===== src/rtl/instr_encoder.sv =====
// RV32I field-tuple to instruction-word encoder with a write FIFO streaming into imem.
// Optional macro ENC_RANGE_CHECK_EN rejects tuples whose immediate cannot be encoded.
module instr_encoder #(
  parameter int unsigned DEPTH     = 4,
  parameter logic [31:0] BASE_ADDR = 32'h0000_0000
) (
  input  logic        clk,
  input  logic        rst_n,
  input  logic        in_valid,
  output logic        in_ready,
  input  logic [16:0] opcode,
  input  logic [4:0]  rd,
  input  logic [4:0]  rs1,
  input  logic [4:0]  rs2,
  input  logic [31:0] imm,
  output logic        mem_we,
  input  logic        mem_ready,
  output logic [31:0] mem_addr,
  output logic [31:0] mem_wdata,
  input  logic        addr_load,
  input  logic [31:0] addr_value,
  output logic        err,
  input  logic        err_clr,
  output logic        idle
);

  localparam int unsigned PW = $clog2(DEPTH);
  localparam int unsigned CW = PW + 1;

  localparam logic [6:0] OP_R      = 7'b0110011;
  localparam logic [6:0] OP_IMM    = 7'b0010011;
  localparam logic [6:0] OP_LOAD   = 7'b0000011;
  localparam logic [6:0] OP_JALR   = 7'b1100111;
  localparam logic [6:0] OP_STORE  = 7'b0100011;
  localparam logic [6:0] OP_BRANCH = 7'b1100011;
  localparam logic [6:0] OP_LUI    = 7'b0110111;
  localparam logic [6:0] OP_AUIPC  = 7'b0010111;
  localparam logic [6:0] OP_JAL    = 7'b1101111;

  logic [6:0] f7;
  logic [2:0] f3;
  logic [6:0] op;
  assign f7 = opcode[16:10];
  assign f3 = opcode[9:7];
  assign op = opcode[6:0];

  logic [31:0]   fifo_q [DEPTH];
  logic [PW-1:0] wr_ptr_q, wr_ptr_d;
  logic [PW-1:0] rd_ptr_q, rd_ptr_d;
  logic [CW-1:0] count_q, count_d;
  logic [31:0]   addr_q, addr_d;
  logic [31:0]   wdata_q, wdata_d;
  logic          we_q, we_d;
  logic          in_ready_q, in_ready_d;
  logic          err_q, err_d;
  logic          idle_q, idle_d;

  logic [31:0] enc_word_c;
  logic        legal_c;
  logic        range_ok_c;
  logic        accept_c;
  logic        push_c;
  logic        pop_c;
  logic [31:0] head_c;

  // Only the word-aligned part of a loaded address is meaningful.
  logic addr_lsb_unused;
  assign addr_lsb_unused = ^addr_value[1:0];

  // Encoder: format chosen by opcode7; fields outside the encodable bits are truncated.
  always_comb begin
    enc_word_c = '0;
    legal_c    = 1'b1;
    range_ok_c = 1'b1;
    case (op)
      OP_R: enc_word_c = {f7, rs2, rs1, f3, rd, op};
      OP_IMM: begin
        if (f3 == 3'b001 || f3 == 3'b101) begin
          enc_word_c = {f7, imm[4:0], rs1, f3, rd, op};
`ifdef ENC_RANGE_CHECK_EN
          range_ok_c = (imm[31:5] == '0);
`endif
        end else begin
          enc_word_c = {imm[11:0], rs1, f3, rd, op};
`ifdef ENC_RANGE_CHECK_EN
          range_ok_c = (imm[31:11] == {21{imm[11]}});
`endif
        end
      end
      OP_LOAD, OP_JALR: begin
        enc_word_c = {imm[11:0], rs1, f3, rd, op};
`ifdef ENC_RANGE_CHECK_EN
        range_ok_c = (imm[31:11] == {21{imm[11]}});
`endif
      end
      OP_STORE: begin
        enc_word_c = {imm[11:5], rs2, rs1, f3, imm[4:0], op};
`ifdef ENC_RANGE_CHECK_EN
        range_ok_c = (imm[31:11] == {21{imm[11]}});
`endif
      end
      OP_BRANCH: begin
        enc_word_c = {imm[12], imm[10:5], rs2, rs1, f3, imm[4:1], imm[11], op};
`ifdef ENC_RANGE_CHECK_EN
        range_ok_c = (imm[31:12] == {20{imm[12]}}) && !imm[0];
`endif
      end
      OP_LUI, OP_AUIPC: begin
        enc_word_c = {imm[31:12], rd, op};
`ifdef ENC_RANGE_CHECK_EN
        range_ok_c = (imm[11:0] == '0);
`endif
      end
      OP_JAL: begin
        enc_word_c = {imm[20], imm[10:1], imm[11], imm[19:12], rd, op};
`ifdef ENC_RANGE_CHECK_EN
        range_ok_c = (imm[31:20] == {12{imm[20]}}) && !imm[0];
`endif
      end
      default: legal_c = 1'b0;
    endcase
  end

  // Handshake, FIFO bookkeeping and next values of all registered outputs.
  always_comb begin
    accept_c   = in_valid & in_ready_q;
    push_c     = accept_c & legal_c & range_ok_c;
    pop_c      = we_q & mem_ready;
    wr_ptr_d   = wr_ptr_q;
    rd_ptr_d   = rd_ptr_q;
    count_d    = count_q;
    addr_d     = addr_q;
    err_d      = err_q;
    head_c     = '0;

    if (push_c) wr_ptr_d = wr_ptr_q + PW'(1);
    if (pop_c)  rd_ptr_d = rd_ptr_q + PW'(1);
    case ({push_c, pop_c})
      2'b10:   count_d = count_q + CW'(1);
      2'b01:   count_d = count_q - CW'(1);
      default: count_d = count_q;
    endcase

    // addr_load overrides the post-write increment.
    if (addr_load)  addr_d = {addr_value[31:2], 2'b00};
    else if (pop_c) addr_d = addr_q + 32'd4;

    // Setting wins over a same-edge clear.
    if (accept_c && !(legal_c && range_ok_c)) err_d = 1'b1;
    else if (err_clr)                         err_d = 1'b0;

    // The slot being written this edge may already be the next head.
    if (push_c && (wr_ptr_q == rd_ptr_d)) head_c = enc_word_c;
    else                                  head_c = fifo_q[rd_ptr_d];

    we_d       = (count_d != '0);
    wdata_d    = we_d ? head_c : '0;
    in_ready_d = (count_d != CW'(DEPTH));
    idle_d     = (count_d == '0);
  end

  always_ff @(posedge clk) begin
    if (push_c) fifo_q[wr_ptr_q] <= enc_word_c;
  end

  always_ff @(posedge clk or negedge rst_n) begin
    if (!rst_n) begin
      wr_ptr_q   <= '0;
      rd_ptr_q   <= '0;
      count_q    <= '0;
      addr_q     <= BASE_ADDR;
      wdata_q    <= '0;
      we_q       <= 1'b0;
      in_ready_q <= 1'b0;
      err_q      <= 1'b0;
      idle_q     <= 1'b1;
    end else begin
      wr_ptr_q   <= wr_ptr_d;
      rd_ptr_q   <= rd_ptr_d;
      count_q    <= count_d;
      addr_q     <= addr_d;
      wdata_q    <= wdata_d;
      we_q       <= we_d;
      in_ready_q <= in_ready_d;
      err_q      <= err_d;
      idle_q     <= idle_d;
    end
  end

  assign in_ready  = in_ready_q;
  assign mem_we    = we_q;
  assign mem_addr  = addr_q;
  assign mem_wdata = wdata_q;
  assign err       = err_q;
  assign idle      = idle_q;

endmodule


===== config.mk =====
export PLATFORM = sky130hd
export DESIGN_NAME = instr_encoder
export DESIGN_NICKNAME = d
export VERILOG_FILES = /design/src/rtl/instr_encoder.sv
export SDC_FILE = /design/constraint.sdc
export NUM_CORES = 1
export LEC_CHECK = 0
export CORE_UTILIZATION = 48
export DETAILED_ROUTE_END_ITERATION = 12
export PLACE_DENSITY_LB_ADDON = 0.05
export SLEW_MARGIN = 5
export SYNTH_ARGS = -nofsm -noshare
export SYNTH_HDL_FRONTEND = slang
export SYNTH_SLANG_ARGS = --single-unit

===== constraint.sdc =====
create_clock -name clk -period 3.2 [get_ports clk]
set_clock_uncertainty 0.15 [all_clocks]
set_input_delay 0.32 -clock clk [delete_from_list [all_inputs] [get_ports clk]]
set_output_delay 0.32 -clock clk [all_outputs]
set_load 0.05 [all_outputs]

======== Yosys cells after proc, flatten, opt, wreduce, memory -nomap -nowiden ========
Memories as Yosys holds them, arrays and structs flattened.
Cells that the tools add are included.
word-level totals
  flip-flop bits (word level) ............. 75
  input port bits ......................... 102
  memories ................................ 1
  bits in writable memories ............... 128
  output and inout port bits .............. 68
operators by class
  bitwise gates (word level) .............. 3
  equality and inequality tests ........... 15
  reduce and logical (&&, ||, !) cells .... 11
  add/sub/neg operators ................... 5
  mux-type cells .......................... 13
memory list
  memory  depth  width  read ports  clocked after memory_dff  write ports  RTL line  RTL
  fifo_q  4      32     1           0                         1            47        logic [31:0] fifo_q [DEPTH];
operators by type and width
  cell                   count
  $pmux 32 s7            1
  $mux 32                5
  $add 32x3->32 const B  1
  $eq 7x6->1 const B     3
  $eq 7x7->1 const B     3
  $eq 7x5->1 const B     2
  $reduce_or 9->1        1
  $eq 7x2->1 const B     1
  $pmux 3 s2             1
  $mux 1                 5
  $add 2x1->2 const B    2
  $reduce_bool 2->1      2
  $reduce_or 2->1        2
  $add 3x1->3 const B    1
  $and 1x1->1            3
  $eq 3x1->1 const B     1
  $eq 3x3->1 const B     1
  $logic_not 3->1        1
  $ne 3x3->1 const B     1
  $reduce_bool 3->1      1
  $sub 3x1->3 const B    1
  $eq 2x1->1 const B     1
  $eq 2x2->1             1
  $eq 2x2->1 const B     1
  other kinds (4)        5

======== Depth between registers and ports, before layout ========
Gate-level depths: netlist of run 1.
  depth after elaboration ................. 8
  mapped depth ............................ 18
  mapped depth without buffers ............ 14

======== Worst setup path before layout of run 1 ========
Ideal clock, no wire load.
  path type ............................... input to register
  from .................................... input opcode[3]
  to ...................................... register wdata_q[10] (netlist: mem_wdata[10])
  buffers on the path ..................... 4
  setup slack ............................. -0.348 ns
  cell stages on the path ................. 18
  arrival time ............................ 3.320 ns
  cells stage by stage .................... clkbuf_1 and3b_1 o21a_1 o311a_4 inv_4 buf_12 buf_8 ha_1 inv_1 fa_1 xor2_1 or3_1 nand2_1 nor3_2 inv_2 clkbuf_1 o31ai_1 a21oi_1
between the ends
  cells in the longest elaborated chain, start to end .. 8
RTL lines
  element                                   RTL line  RTL
  from (decl)                               11        input logic [16:0] opcode,
  $eq 7x5->1, or another cell as far along  75        case (op)
  $reduce_or 9->1 (no source line) (*)      -
  $mux 1 (*)                                75
  $and 1x1->1 (*)                           127       push_c = accept_c & legal_c & range_ok_c;
  $eq 2x1->1 or $eq 2x2->1 (tied branches)  138       case ({push_c, pop_c})
  $pmux 3 s2 (*)                            138
  named net count_d[2]                      50        logic [CW-1:0] count_q, count_d;
  $reduce_bool 3->1 (*)                     156       we_d = (count_d != '0);
  $mux 32 (*)                               157       wdata_d = we_d ? head_c : '0;
  named net wdata_d[10]                     52        logic [31:0] wdata_q, wdata_d;
  to (signal assigned)                      182       wdata_q <= wdata_d;
  to (decl)                                 52
Mark *: on every way through the listed nets, which the timed path passes. The rest lies on a longest branch.
A chain may end at the register's enable or synchronous reset.

======== Final worst setup path of run 1 ========
  from .................................... input opcode[3]
  to ...................................... register wdata_q[30] (netlist: mem_wdata[30])
Same word-level chain as after synthesis.

==> qor.txt, run 1 <==
fin area = 12930 um2
via count = 7849
DIE HEIGHT = 146.2 um
CP arrival = 3.33 ns
endpoints failing hold = 0
setup TNS = 0 ns
global-route wire length before repair = 42.92 mm
Root Driver = clkbuf_16
total grt overflow = 0
Post-Synthesis Cells = 868
Final Max Tran Viols = 0
Placed Area = 12110 um2
I/O Pins = 170
total power = 0.01033 W
top cells by area, synth = edfxtp_1 38%, dfrtp_1 18%, o21ai_0 4.6%, mux2_2 3.8%, o221ai_1 2.6%
top-area cell type share of the netlist area = 0.3849
Pwr per Cell Area = 798.7 nW/um2
final setup fails = 0
layout cells sized above 1 = 0.1395
Seq/Total Area, Yosys = 0.5679
CTS Sinks = 201
syn_area_per_cell = 11.51 um2
Synth Flop Type = edfxtp_1
EDFF count, synth = 128
synth warn = 0
Setup Slack @ Placement = -0.3928 ns
Initial Util = 0.4920
detailed-router iteration count before antenna repair = 5
vias in the first global route = 7792
CTS tree = done
asr flop ratio synth = 0.3632
outcome = finished, final reports clean
Layout Nets = 1146
DRC Markers = 0
WL per Instance = 20.53 um
non-filler cells, final = 1324
DR iter-0 viols = 574
n_diodes = 0
die width = 146.2 um
row count = 52
Seq. cell area = 5675 um2
Worst-Margin Slew = 0.8501 ns
Routed WL = 27.18 mm
Fillers = 1644
global router's overall resource usage = 0.2557
slew margin rel. = 0.4333
Tcrit/Tclk final = 0.9578
Req. time, crit path = 3.47 ns
Post-Syn Area = 9987 um2
leak pwr = 4.672 nW
commonest non-fill, non-tap cell in the layout = clkdlybuf4s50_1
area leader, netlist = edfxtp_1
Vias/cell = 5.928
CP Max Fanout = 12
min Tclk post-route = 3.065 ns
Post-DRT Antenna Nets = 0
antenna violations before repair = 0
latest clock arrival within the worst-skew pair = 0.50 ns
clock-pin transition on the worst setup and hold timing paths = 0.06 ns
total placed cells including tap cells = 1280
placer congestion estimate = 0.8642
Netlist cell types = 70
final setup margin = 0.1351 ns
kind of critical path = input pin to register
Placeable Area = 20300 um2
dpl hpwl = 17.11 mm
Hold Crit Class = input pin to register
multi-input logic area = 3860 um2
RSZ-0062 raised after global routing = no
largest net degree at the start of global routing = 73
number of synthesized register bits = 201
die area = 21390 um2
worst ir drop on vdd = 0.4654 mV
CP Launch Type = input pin
Port-buffer cells = 165
Clock Path Buffers = 3
FMAX = 326.3 MHz
Max-cap violations = 0
most frequent cells in the layout = 164 x clkdlybuf4s50_1, 128 x edfxtp_1, 91 x o21ai_0
TritonCTS Buffers = 23
htree depth = 1
crit end category = register
Synth-to-Final Area Change = 29.45%
-- synthesized netlist by cell type, drive strengths merged (5+ instances only) --
cell,count
a21oi,18
a222oi,5
a22o,7
a22oi,8
and2,8
and4,9
buf,24
clkbuf,51
dfrtp,72
edfxtp,128
ha,6
inv,36
mux2,34
nand2,60
nand3,15
nand4,11
nor2,12
nor3,41
nor3b,31
nor4,8
o2111ai,15
o21ai,93
o221ai,30
o22ai,30
o31ai,27
xnor2,24
xor2,11
-- final timing paths --
check / startpoint / to / slack, ns / depth (start not counted)
min in group asynchronous: rst_n / mem_wdata[11] / 0.26 / 2
max in group asynchronous: rst_n / idle / 1.88 / 3
min reg2reg: err / err / 0.38 / 2
max: opcode[3] / mem_wdata[30] / 0.14 / 16
min: addr_value[29] / mem_addr[29] / 0.22 / 3
max reg2reg: mem_we / mem_wdata[31] / 0.49 / 6
-- repair_timing --
| item | CTS | global route |
|---|---|---|
| endpoints found under the setup margin | 0 | 4 |
| gates resized for setup | 0 | 3 |
| buffers inserted | 0 | 0 |
| hold buffers | 1 | 0 |
| hold endpoints to repair | 49 | 0 |
-- logic make-up after synthesis --
| family | share of synthesized area |
|---|---|
| simple gates | 0.1228 |
| compound gates | 0.1733 |
| fa+ha+maj | 0.009521 |
| xor+xnor | 0.03069 |
| other cells | 0.0003755 |
| buf+inv | 0.04961 |
| mux | 0.04585 |
| flops | 0.5679 |
-- critical path, stage by stage --
cell and delay [ns]:
clkdlybuf4s50_1 0.55, and3b_1 0.21, o21a_1 0.12, o311a_4 0.37, inv_4 0.07, ha_4 0.13, inv_2 0.03, fa_2 0.32
xor2_1 0.15, or3_1 0.30, nand2_1 0.12, nor3_4 0.07, inv_4 0.12, buf_12 0.15, o21ai_0 0.11, mux2i_1 0.17
-- metal layers --
metal	wire, um	global-route usage
met1	11630	0.3414
met2	13280	0.4331
met3	1657	0.03688
met4	609	0.07604
met5	0	0
-- sequential cells by signal, summed over array words and instances, names as in the netlist, 2 cells and up --
signal     cells
fifo_q       128
mem_wdata     32
mem_addr      30
count_q        3
rd_ptr_q       2
wr_ptr_q       2
-- per-stage QoR --
stage	util	hold slack [ns]
after floorplan	-	-0.1256
after global placement	0.5963	0.2751
after detailed placement	0.5963	0.2795
after CTS	0.6352	0.2087
after global routing	0.6369	0.2346
final	0.6369	0.2195
-- power breakdown --
part	internal, W	switching (W)
clock network	0.00167	0.00102
logic	0.00163	0.00259
registers	0.00311	0.000317
total	0.00640	0.00392
-- final cells by class --
type | instances | share of cell area
clock buffers | 29 | 0.04703
clock inverters | 13 | 0.01316
inverters | 36 | 0.01084
multi-input cells | 557 | 0.2986
flip-flops and latches | 201 | 0.4390
well taps | 270 | 0.02613
repair buffers | 218 | 0.1653
No activity file was read; power rests on OpenSTA's default activity.
==> run 2, diff against run 1 <==
MAX_ROUTING_LAYER = met4   (was not set)
==> run 2 against run 1 <==
  * Core utilization is essentially flat
  * Fmax hardly changed
  * Sequential share of layout area about the same
  * Count of clock-buffer cells in the layout did not move
  * Non-clock buffer count unchanged
  * Via count decreased by 0.61%
  * Critical path type unchanged
  * Largest cell class unchanged
  * Largest power group unchanged
==> qor.txt, run 2 (synthesis results as in run 1) <==
die width = 146.2 um
Tcrit/Tclk final = 0.9576
min Tclk post-route = 3.064 ns
Clock Path Buffers = 3
TritonCTS Buffers = 23
Hold Crit Class = input pin to register
htree depth = 1
DRC Markers = 0
largest net degree at the start of global routing = 73
Post-DRT Antenna Nets = 0
fin util = 0.6367
Max-cap violations = 0
setup repair bufs after CTS = 0
total placed cells including tap cells = 1280
CP arrival = 3.31 ns
n_diodes = 0
CP Max Fanout = 13
global router's overall resource usage = 0.2636
max FFs per register = 128
total grt overflow = 0
slew margin rel. = 0.4376
WL per Instance = 20.52 um
Worst Path Buf+Inv = 5
leak pwr = 4.671 nW
endpoints failing hold = 0
Port-buffer cells = 165
clock-pin transition on the worst setup and hold timing paths = 0.06 ns
detailed-router iteration count before antenna repair = 5
slowest stage cell on the critical path = clkdlybuf4s50_1
DR iter-0 viols = 557
CP delay by family, top = buffers and inverters
CP cell instances = clkdlybuf4s50_1 -> and3b_4 -> o21a_1 -> o311a_4 -> inv_4 -> ha_4 -> inv_2 -> fa_2 -> xor2_1 -> or3_1 -> nand2_1 -> nor3_4 -> inv_4 -> buf_6 -> o2111ai_1 -> o31ai_1
most frequent cells in the layout = 164 x clkdlybuf4s50_1, 128 x edfxtp_1, 91 x o21ai_0
Worst-Margin Slew = 0.8437 ns
antenna violations before repair = 0
commonest non-fill, non-tap cell in the layout = clkdlybuf4s50_1
Final Max Tran Viols = 0
Placeable Area = 20300 um2
Crit path largest cell delay = 0.47 ns
worst ir drop on vdd = 0.4633 mV
fin area = 12920 um2
row count = 52
crit end category = register
placer congestion estimate = 0.8781
Pwr per Cell Area = 797.8 nW/um2
Placed Area = 12110 um2
Req. time, crit path = 3.45 ns
Routed WL = 27.17 mm
non-filler cells, final = 1324
Worst Hold Path Cells = 3
Layout Nets = 1146
I/O Pins = 170
Top reg by flops = fifo_q
dpl hpwl = 17.11 mm
CTS Sinks = 201
R2R cell count = 6
Initial Util = 0.4920
CP Launch Type = input pin
latest clock arrival within the worst-skew pair = 0.50 ns
layout cells sized above 1 = 0.1395
outcome = finished, final reports clean
setup TNS = 0 ns
global-route wire length before repair = 42.88 mm
Synth-to-Final Area Change = 29.42%
vias in the first global route = 7795
CP most frequent cell = inv_4
FMAX = 326.3 MHz
die area = 21390 um2
DIE HEIGHT = 146.2 um
CTS tree = done
RSZ-0062 raised after global routing = no
Root Driver = clkbuf_16
Vias/cell = 5.892
Fillers = 1644
CP Depth = 16
kind of critical path = input pin to register
final setup fails = 0
via count = 7801
[run 2: layer usage]
metal | GRT usage | part of all wire | vias to the layer above | wire, um
met1 | 0.3409 | 0.43 | 3819 | 11680
met4 | 0.07604 | 0.021 | 0 | 569
met5 | - | 0 | - | 0
li1 | - | - | 3665 | -
met2 | 0.4338 | 0.49 | 281 | 13320
met3 | 0.03625 | 0.059 | 36 | 1603
[run 2: worst register-to-register path, delay by kind of cell (launching register included)]
family,cells,cell delay (ns)
buffers and inverters,1,0.59
AO/OA/AOI/OAI,2,0.79
flip-flops,1,0.45
AND/OR/NAND/NOR,3,0.64
[run 2: timing repair]
| action | in CTS | in global routing |
|---|---|---|
| endpoints found under the setup margin | 0 | 4 |
| hold buffers | 1 | 0 |
| endpoints found under the hold margin | 49 | 0 |
| gates resized for setup | 0 | 2 |
[run 2: report_power, final]
part	switching (W)	total, W	internal (W)	leakage, nW
logic	0.00258	0.00421	0.00163	2.24
registers	0.000317	0.00342	0.00311	2.05
clock network	0.00101	0.00268	0.00167	0.374
[run 2: final cells by class]
type / instances / area, um2 / area share
well taps: 270 / 337.8 / 0.02614
inverters: 36 / 140.1 / 0.01084
clock inverters: 13 / 170.2 / 0.01317
multi-input cells: 557 / 3860 / 0.2986
clock buffers: 29 / 608.1 / 0.04705
repair buffers: 218 / 2133 / 0.1651
flip-flops and latches: 201 / 5675 / 0.4391
[run 2: final timing paths]
| kind | startpoint | end | slack [ns] |
|---|---|---|---|
| max | opcode[4] | mem_wdata[16] | 0.14 |
| min | addr_value[29] | mem_addr[29] | 0.22 |
| max reg2reg | mem_we | mem_wdata[31] | 0.48 |
| min reg2reg | err | err | 0.38 |
| max in group asynchronous | rst_n | idle | 1.88 |
| min in group asynchronous | rst_n | mem_wdata[11] | 0.26 |
[run 2: through the flow]
stage | total power, W | setup slack, ns | hold WS (ns)
2_1_floorplan | 0.006260 | -0.08910 | -0.1256
3_3_place_gp | 0.007541 | -0.3055 | 0.2751
3_5_place_dp | 0.007601 | -0.3928 | 0.2795
4_1_cts | 0.01031 | 0.1333 | 0.2087
5_1_grt | 0.01080 | 0.008927 | 0.2321
6_report | 0.01031 | 0.1358 | 0.2203
==> run 3, diff against run 2 <==
ABC_AREA = 1   (was not set)
HOLD_SLACK_MARGIN = 0.1   (was not set)
RECOVER_POWER = 100   (was not set)
==> run 3 against run 2 <==
  * The flow now finishes with violations (max-capacitance violations, max-slew violations)
  * Power rose by 0.41%
  * Sequential share of layout area grew 0.66 points
  * Via count increased by 6.7%
  * Setup slack improved by 0.10 ns
  * Critical path depth did not move
  * Critical endpoint is now mem_wdata[7]
  * Worst hold slack better by 0.024 ns
  * Sequential power decreased by 1%
  * Area after synthesis fell by 1.3%
  * Global-route usage is 0.19 points lower
  * Largest cell class unchanged
  * Synthesized cell count increased by 32%
  * Final cell count increased by 23%
  * Flip-flop and latch count did not move
  * Highest routed layer unchanged
==> qor.txt, run 3 <==
I/O Pins = 170
total placed cells including tap cells = 1578
global router's overall resource usage = 0.2617
dpl hpwl = 17.79 mm
Fillers = 1738
worst ir drop on vdd = 0.5458 mV
Post-Syn Area = 9856 um2
R2R setup slack = 0.46 ns
FMAX = 337.8 MHz
detailed-router iteration count before antenna repair = 5
DR iter-0 viols = 574
worst hold start = addr_value[25]
via count = 8325
CP most frequent cell = nor2_1
setup TNS = 0 ns
commonest non-fill, non-tap cell in the layout = nand2_1
WL per Instance = 16.22 um
kind of critical path = input pin to register
cell with the most instances after synthesis = nand2_1
crit end category = register
TritonCTS Buffers = 23
htree depth = 1
syn_area_per_cell = 8.615 um2
R2R cell count = 9
CTS tree = done
Final Max Tran Viols = 57
largest net degree at the start of global routing = 60
commonest cells in the netlist = 439 x nand2_1, 128 x edfxtp_1, 125 x nand3_1
Seq pwr share = 0.325
max FFs per register = 128
Vias/cell = 5.133
CP arrival = 3.25 ns
Post-Synthesis Cells = 1144
DIE HEIGHT = 145.3 um
Clk network pwr share = 0.259
area leader, netlist = edfxtp_1
Net Sw Power = 0.004192 W
layout cells sized above 1 = 0.06514
Crit path largest cell delay = 0.63 ns
top-area cell type share of the netlist area = 0.3900
CP Launch Type = input pin
DRC Markers = 0
Post-DRT Antenna Nets = 0
number of synthesized register bits = 201
clock-pin transition on the worst setup and hold timing paths = 0.06 ns
Worst Path Buf+Inv = 5
Port-buffer cells = 165
Net Sw Frac = 0.4049
most frequent cells in the layout = 441 x nand2_1, 128 x edfxtp_1, 125 x nand3_1
Seq/Total Area, Yosys = 0.5755
outcome = complete, but fails checks
Netlist cell types = 38
combinational share of power = 0.416
Placeable Area = 20170 um2
Req. time, crit path = 3.49 ns
Synth-to-Final Area Change = 29.11%
Tcrit/Tclk final = 0.9250
reg2reg start = mem_we
die area = 21110 um2
vias in the first global route = 7806
Hold Path End = mem_addr[25]
CP delay by family, top = buffers and inverters
asr flop ratio synth = 0.3632
Initial Util = 0.4886
placer congestion estimate = 0.9321
endpoints failing hold = 0
CTS Sinks = 201
Int Pwr = 0.006162 W
leak pwr = 5.677 nW
Max-cap violations = 2
slew margin rel. = -0.2432
synth warn = 0
die width = 145.3 um
non-filler cells, final = 1622
final setup fails = 0
Clock Path Buffers = 3
min Tclk post-route = 2.960 ns
Seq. cell area = 5672 um2
total grt overflow = 0
Top reg by flops = fifo_q
Hold Crit Class = input pin to register
Layout Nets = 1443
slowest stage cell on the critical path = dlygate4sd3_1
CP cell instances = dlygate4sd3_1 -> nor3_1 -> nand2_1 -> nand3_2 -> o21ai_2 -> ha_1 -> inv_1 -> fa_1 -> o21ai_0 -> nor2_1 -> inv_1 -> nor2_1 -> inv_2 -> clkbuf_1 -> nand2_1 -> nor2_1
latest clock arrival within the worst-skew pair = 0.51 ns
Worst-Margin Slew = 1.865 ns
EDFF count, synth = 128
top cells by area, synth = edfxtp_1 39%, dfrtp_1 18%, nand2_1 17%, nand3_1 6.3%, nor2_1 4.5%
CP Max Fanout = 4
Root Driver = clkbuf_16
Worst Hold Path Cells = 3
antenna violations before repair = 1
global-route wire length before repair = 42.08 mm
RSZ-0062 raised after global routing = no
Routed WL = 26.31 mm
row count = 52
FF-to-FF End = mem_wdata[21]
Synth Flop Type = edfxtp_1
Pwr per Cell Area = 813.7 nW/um2
failing checks = max-capacitance violations, max-slew violations
multi-input logic area = 3661 um2
==> run 3: cell count changes after synthesis, moves of 34 or more <==
cell / delta
nor2_1: +108
o21ai_0: -74
nand3_1: +110
inv_1: +51
clkbuf_1: -34
mux2_2: -34
nand2_1: +380
==> run 3: logic make-up after synthesis <==
group,after synthesis,share of synthesized area
compound gates,62,0.03745
xor+xnor,24,0.02209
fa+ha+maj,7,0.009648
buf+inv,130,0.05421
flops,201,0.5755
other cells,1,0.0003805
simple gates,719,0.3007
==> run 3: per-stage QoR <==
step                area [um2]    util  hold WS [ns]  setup WS [ns]  power [W]
finish                   12720  0.6309        0.2439         0.2400    0.01035
global route             12720  0.6309        0.2371        0.06804    0.01094
CTS                      12840  0.6367        0.1620         0.3462    0.01058
detailed placement       12050  0.5973        0.1516        -0.1549   0.007889
global placement         12050  0.5973        0.1427       -0.05509   0.007815
floorplan                 9859       -       -0.1256         0.2460   0.006320
==> run 3: worst max-delay path by stage <==
stage	start	endpoint	slack, ns	cells after the start
floorplan	in_ready	fifo_q[0][0]	0.25	4
CTS	opcode[4]	mem_wdata[20]	0.35	18
detailed placement	opcode[5]	mem_wdata[20]	-0.15	17
global route	opcode[6]	mem_wdata[1]	0.07	15
finish	opcode[6]	mem_wdata[7]	0.24	16
global placement	opcode[4]	mem_wdata[16]	-0.06	18
==> run 3: routing by layer <==
| layer | vias up | wire [um] | track usage |
|---|---|---|---|
| met2 | 262 | 12360 | 0.4209 |
| met5 | - | 0 | - |
| met3 | 52 | 1664 | 0.04686 |
| met4 | 0 | 681 | 0.07421 |
| met1 | 3932 | 11610 | 0.3409 |
| li1 | 4079 | - | - |
==> run 3: final cells by class <==
type	instances	share of cell area
antenna	1	0.0001967
inverter	89	0.02625
clock buffer	35	0.05438
sequential	201	0.4457
multi-input combinational	814	0.2877
timing repair buffer	205	0.1519
clock inverter	7	0.007276
tap	270	0.02655
==> run 3: worst reg2reg max path: stages (launching register included) <==
cell	delay (ns)
dfrtp_1	0.40
nand3_2	0.14
xor2_2	0.14
buf_4	0.19
clkbuf_1	1.12
nand3_1	0.20
nand2_1	0.13
nand2_1	0.06
nand2_1	0.08
nor2_1	0.04
==> run 3: power groups by stage <==
| stage | clock (W) | sequential [W] | combinational [W] |
|---|---|---|---|
| 2_1_floorplan | 0 | 0.00434 | 0.00198 |
| 3_3_place_gp | 0 | 0.00344 | 0.00438 |
| 3_5_place_dp | 0 | 0.00342 | 0.00447 |
| 4_1_cts | 0.00272 | 0.00338 | 0.00447 |
| 5_1_grt | 0.00281 | 0.00341 | 0.00473 |
| 6_report | 0.00268 | 0.00337 | 0.00430 |
==> run 3: timing repair <==
action                    CTS  global route
hold endpoints to repair   51             0
buffers inserted            0             0
resized for setup           0             0
hold buffers                1             0
